File: src/rtl/bcd_bin_seq.sv
// Packed-BCD to binary converter, one digit per clock MSD first (acc = acc*10 + digit),
// with valid/ready handshakes, sticky illegal-digit and overflow flags.
module bcd_bin_seq #(
  parameter int DIGITS = 4,
  parameter int BIN_W  = 14
) (
  input  logic                  clk,
  input  logic                  rst,
  input  logic [4*DIGITS-1:0]   bcd_in,
  input  logic                  in_valid,
  output logic                  in_ready,
  output logic [BIN_W-1:0]      bin_out,
  output logic                  out_valid,
  input  logic                  out_ready,
  output logic                  err,
  output logic                  ovf,
  output logic                  busy
);

  localparam int CNT_W = (DIGITS > 1) ? $clog2(DIGITS) : 1;

  // One-hot so the handshake outputs come straight off state flops.
  typedef enum logic [2:0] {
    IDLE = 3'b001,
    CONV = 3'b010,
    DONE = 3'b100
  } state_t;

  state_t                state, state_nxt;
  logic [4*DIGITS-1:0]   word;
  logic [CNT_W-1:0]      cnt;
  logic [BIN_W-1:0]      acc;
  logic [3:0]            dig;
  logic [BIN_W+3:0]      acc_wide;
  logic                  last;
  logic                  dig_bad;

  // The latched word shifts left each step, so the current digit is always the top nibble.
  assign dig      = word[4*DIGITS-1 -: 4];
  assign dig_bad  = (dig > 4'd9);
  assign acc_wide = ({4'b0000, acc} << 3) + ({4'b0000, acc} << 1) + {{BIN_W{1'b0}}, dig};
  assign last     = (cnt == CNT_W'(DIGITS - 1));

  always_ff @(posedge clk) begin
    if (rst) state <= IDLE;
    else     state <= state_nxt;
  end

  always_comb begin
    state_nxt = state;
    case (state)
      IDLE:    if (in_valid)  state_nxt = CONV;
      CONV:    if (last)      state_nxt = DONE;
      DONE:    if (out_ready) state_nxt = IDLE;
      default:                state_nxt = IDLE;
    endcase
  end

  always_comb begin
    in_ready  = (state == IDLE);
    out_valid = (state == DONE);
    busy      = (state != IDLE);
  end

  // Datapath: acc is kept reduced modulo 2^BIN_W; ovf catches the first step whose
  // unreduced value spills into the top nibble, which is exact while acc is still unreduced.
  always_ff @(posedge clk) begin
    if (rst) begin
      word    <= '0;
      cnt     <= '0;
      acc     <= '0;
      err     <= 1'b0;
      ovf     <= 1'b0;
      bin_out <= '0;
    end else begin
      case (state)
        IDLE: begin
          if (in_valid) begin
            word <= bcd_in;
            cnt  <= '0;
            acc  <= '0;
            err  <= 1'b0;
            ovf  <= 1'b0;
          end
        end
        CONV: begin
          word <= word << 4;
          cnt  <= cnt + 1'b1;
          acc  <= acc_wide[BIN_W-1:0];
          if (dig_bad)                      err <= 1'b1;
          if (|acc_wide[BIN_W+3:BIN_W])     ovf <= 1'b1;
          if (last) bin_out <= (err || dig_bad) ? '0 : acc_wide[BIN_W-1:0];
        end
        default: ;
      endcase
    end
  end

endmodule
File: config.mk
export PLATFORM = sky130hd
export DESIGN_NAME = bcd_bin_seq
export DESIGN_NICKNAME = d
export VERILOG_FILES = /design/src/rtl/bcd_bin_seq.sv
export SDC_FILE = /design/constraint.sdc
export NUM_CORES = 1
export LEC_CHECK = 0
export BUFFER_PORTS_ARGS = -buffer_cell sky130_fd_sc_hd__buf_4
export CORE_MARGIN = 1.5
export CORE_UTILIZATION = 50
export CTS_BUF_LIST = sky130_fd_sc_hd__clkbuf_4
export DETAILED_ROUTE_END_ITERATION = 6
export GPL_ROUTABILITY_DRIVEN = 0
export GPL_TIMING_DRIVEN = 1
export PLACE_DENSITY = 0.8
export SYNTH_ARGS = -nofsm -noshare
export SYNTH_HDL_FRONTEND = slang
export SYNTH_SLANG_ARGS = --single-unit
File: constraint.sdc
create_clock -name clk -period 2.5 [get_ports clk]
set_input_delay 0.375 -clock clk [delete_from_list [all_inputs] [get_ports clk]]
set_output_delay 0.375 -clock clk [all_outputs]
set_load 0.03 [all_outputs]
==> run metrics <==
outcome=complete, but fails checks; failing checks=setup timing; Worst R2R Start=word[15]; Syn Nets=391; Setup TNS=-355 ps; root buffer cell=clkbuf_4; Die X=78.4 um; Yosys Warn Count=0; setup violators final=5; initial antenna violation count=0; most used cell, CP=inv_2; commonest cells in the netlist=nor2_1 (55), dfxtp_1 (51), a21oi_1 (31), ha_1 (28), nand2_1 (23); WL final=6930 um; clk slew on worst S/H paths=160 ps; post-route cell area=0.00346 mm2; P_sw=389 uW; P&R area growth vs syn=21.6%; Leak=0.00156 uW; Final ANT Viol Nets=0; CP Launch Type=register; critical path arrival=2910 ps; Crit Path Max Fanout=4; Slew headroom=0.568; Largest stage delay, worst path=550 ps; Worst Clk Skew=20.2 ps; Final Critical Period=2640 ps; actual slew at the worst max-slew pin=648 ps; Nets=436; ys flop type=dfxtp_1; global-route wire length before repair=11,500 um; Mapped Cells=341; post-synth top area cell=dfxtp_1; worst hold start=bcd_in[3]; CP Capture Type=register; sequential power share=0.567; CTS Buf Count=5; Initial Util=0.516; CTS tree=yes; Tcrit/Tclk final=1.06; routed length per placed instance=15.1 um; register bit total from synthesis=51; worst endpoint required time=2770 ps; Synth async-reset ratio=0; # diodes=0; total number of vias=2,621; Hold Path End=word[3]; WHS Path Cells=3; Synth top area share=0.359; largest net degree at the start of global routing=58; most frequent cell after synthesis=nor2_1; Total Routing Usage GR=0.233; CP cell instances=inv_2, fa_1, inv_2, fa_2, a21o_1, a221oi_4, o21ai_2, a311oi_2, xor2_1, a41oi_1; final core utilization=0.628; cell internal pwr=1120 uW; die area=0.00615 mm2; worst-case hold slack=212 ps; Seq/Total Area, Yosys=0.359; Hold Vio Cnt, Final=0; Worst R2R Path Depth=10; Logic pwr share=0.113; max_cap viols=0; vias per cell=5.71; H-tree depth=2; pwr dens=438 mW/mm2; unrepaired setup endpoints after global routing=true; reg-to-reg slack, setup=-140 ps; Fillers=457; Setup Slack @ Placement=-176 ps; Worst path slowest cell=fa_1; Detailed Route Iter0 Violations=151; Sw Share=0.257; mapped cell area=0.00284 mm2; post-DP HPWL=4820 um; Max Fclk=0.378 GHz; Rows=27; Area contributors post-synth=dfxtp_1 (36%), ha_1 (12%), nor2_1 (7.3%); Die Ht=78.4 um; core footprint=0.00551 mm2; clock latency at the later pin of the worst-skew pair=380 ps; final setup margin=-143 ps; Max VDD drop=256 uV; DRC viols=0; sequential cell area=0.00102 mm2; vias in the first global route=2,453; placed instance area=0.00328 mm2; worst reg2reg endpoint=ovf; kind of critical path=reg2reg; CTS Buffer Depth=2; Cell variety after synth=47; grt total ovfl=0; power share of the clock group=0.320; DR pass1 iterations=5; footprint of the multi-input gates=0.00179 mm2; # IOs=39; CTS Sinks=51; PortBufs=38; worst min path class=in2reg; Mean Syn Cell Area=8.34 um2; layout cell share with drive strength beyond 1=0.248; Pins Over Slew Limit=0; Post-synth EDFFs=0
## final cells by class
cell class              instances  share of cell area
flip-flops and latches         51               0.297
multi-input cells             260               0.517
inverters                      10              0.0109
clock inverters                 3              0.0123
repair buffers                 58               0.126
clock buffers                   5              0.0109
well taps                      72              0.0261
## metal layers
metal	wire length, um	track usage
met5	0	0
met4	97	0.0750
met3	271	0.0302
met2	3390	0.401
met1	3170	0.303
## flip-flops by register name (all words and copies together), names as in the netlist
register and cells:
state 3, acc 14, err 1, ovf 1, bin_out 14, cnt 2
word 16
## cell families (layout without fill, tap and decap cells)
kind of cell | after synthesis | count (layout) | share of synthesized area
DFF | 51 | 51 | 0.359
adders and majority gates | 30 | 30 | 0.137
AOI/OAI and AO/OA | 77 | 77 | 0.185
xor gates and xnor gates | 11 | 11 | 0.0339
and+or+nand+nor | 142 | 142 | 0.244
buffers and inverters | 30 | 76 | 0.0405
## cells in the final DEF (no fill, tap or decap), types with 3 or more instances in the layout
master	n
a21o_1	6
a21oi_1	29
a22oi_1	11
buf_4	58
clkbuf_4	5
dfxtp_1	48
dfxtp_2	3
ha_1	28
inv_1	8
nand2_1	23
nand3_1	22
nand3b_1	5
nand4_1	3
nor2_1	54
nor3_1	4
nor4_1	10
o211ai_1	4
o21ai_0	3
xnor2_1	4
xor2_1	4
## worst max-delay path, delay by kind of cell, from the launching register on
family | cells | cell delay (ps)
AO/OA/AOI/OAI | 5 | 1040
adder cells (fa/ha/maj) | 2 | 880
flip-flops | 1 | 350
XOR/XNOR | 1 | 180
buffers and inverters | 2 | 90
## worst max-delay path by stage
stage              from  endpoint  slack, ps  cells past startpoint
2_1_floorplan  word[15]       ovf        -30                     10
3_3_place_gp   word[15]       ovf        -70                     10
3_5_place_dp   word[15]       ovf       -180                     10
4_1_cts        word[15]       ovf       -130                     10
5_1_grt        word[15]       ovf       -310                     10
6_report       word[15]       ovf       -140                     10
## timing repair
item	4_1_cts	5_1_grt
cloned	0	0
setup endpoints to repair	6	14
setup buffers	2	0
pin swaps	8	11
hold buffers	0	0
gates resized for setup	5	14
## power by group through the flow
stage	clock network (uW)	registers, uW	logic (uW)
5_1_grt	526	861	191
2_1_floorplan	0	870	103
6_report	484	858	171
4_1_cts	497	857	171
3_5_place_dp	0	874	167
3_3_place_gp	0	873	163
## through the flow
step | cells | power [uW]
2_1_floorplan | 341 | 973
5_1_grt | 459 | 1580
3_3_place_gp | 449 | 1040
6_report | 459 | 1510
3_5_place_dp | 449 | 1040
4_1_cts | 459 | 1520
No activity file was read; power rests on OpenSTA's default activity.
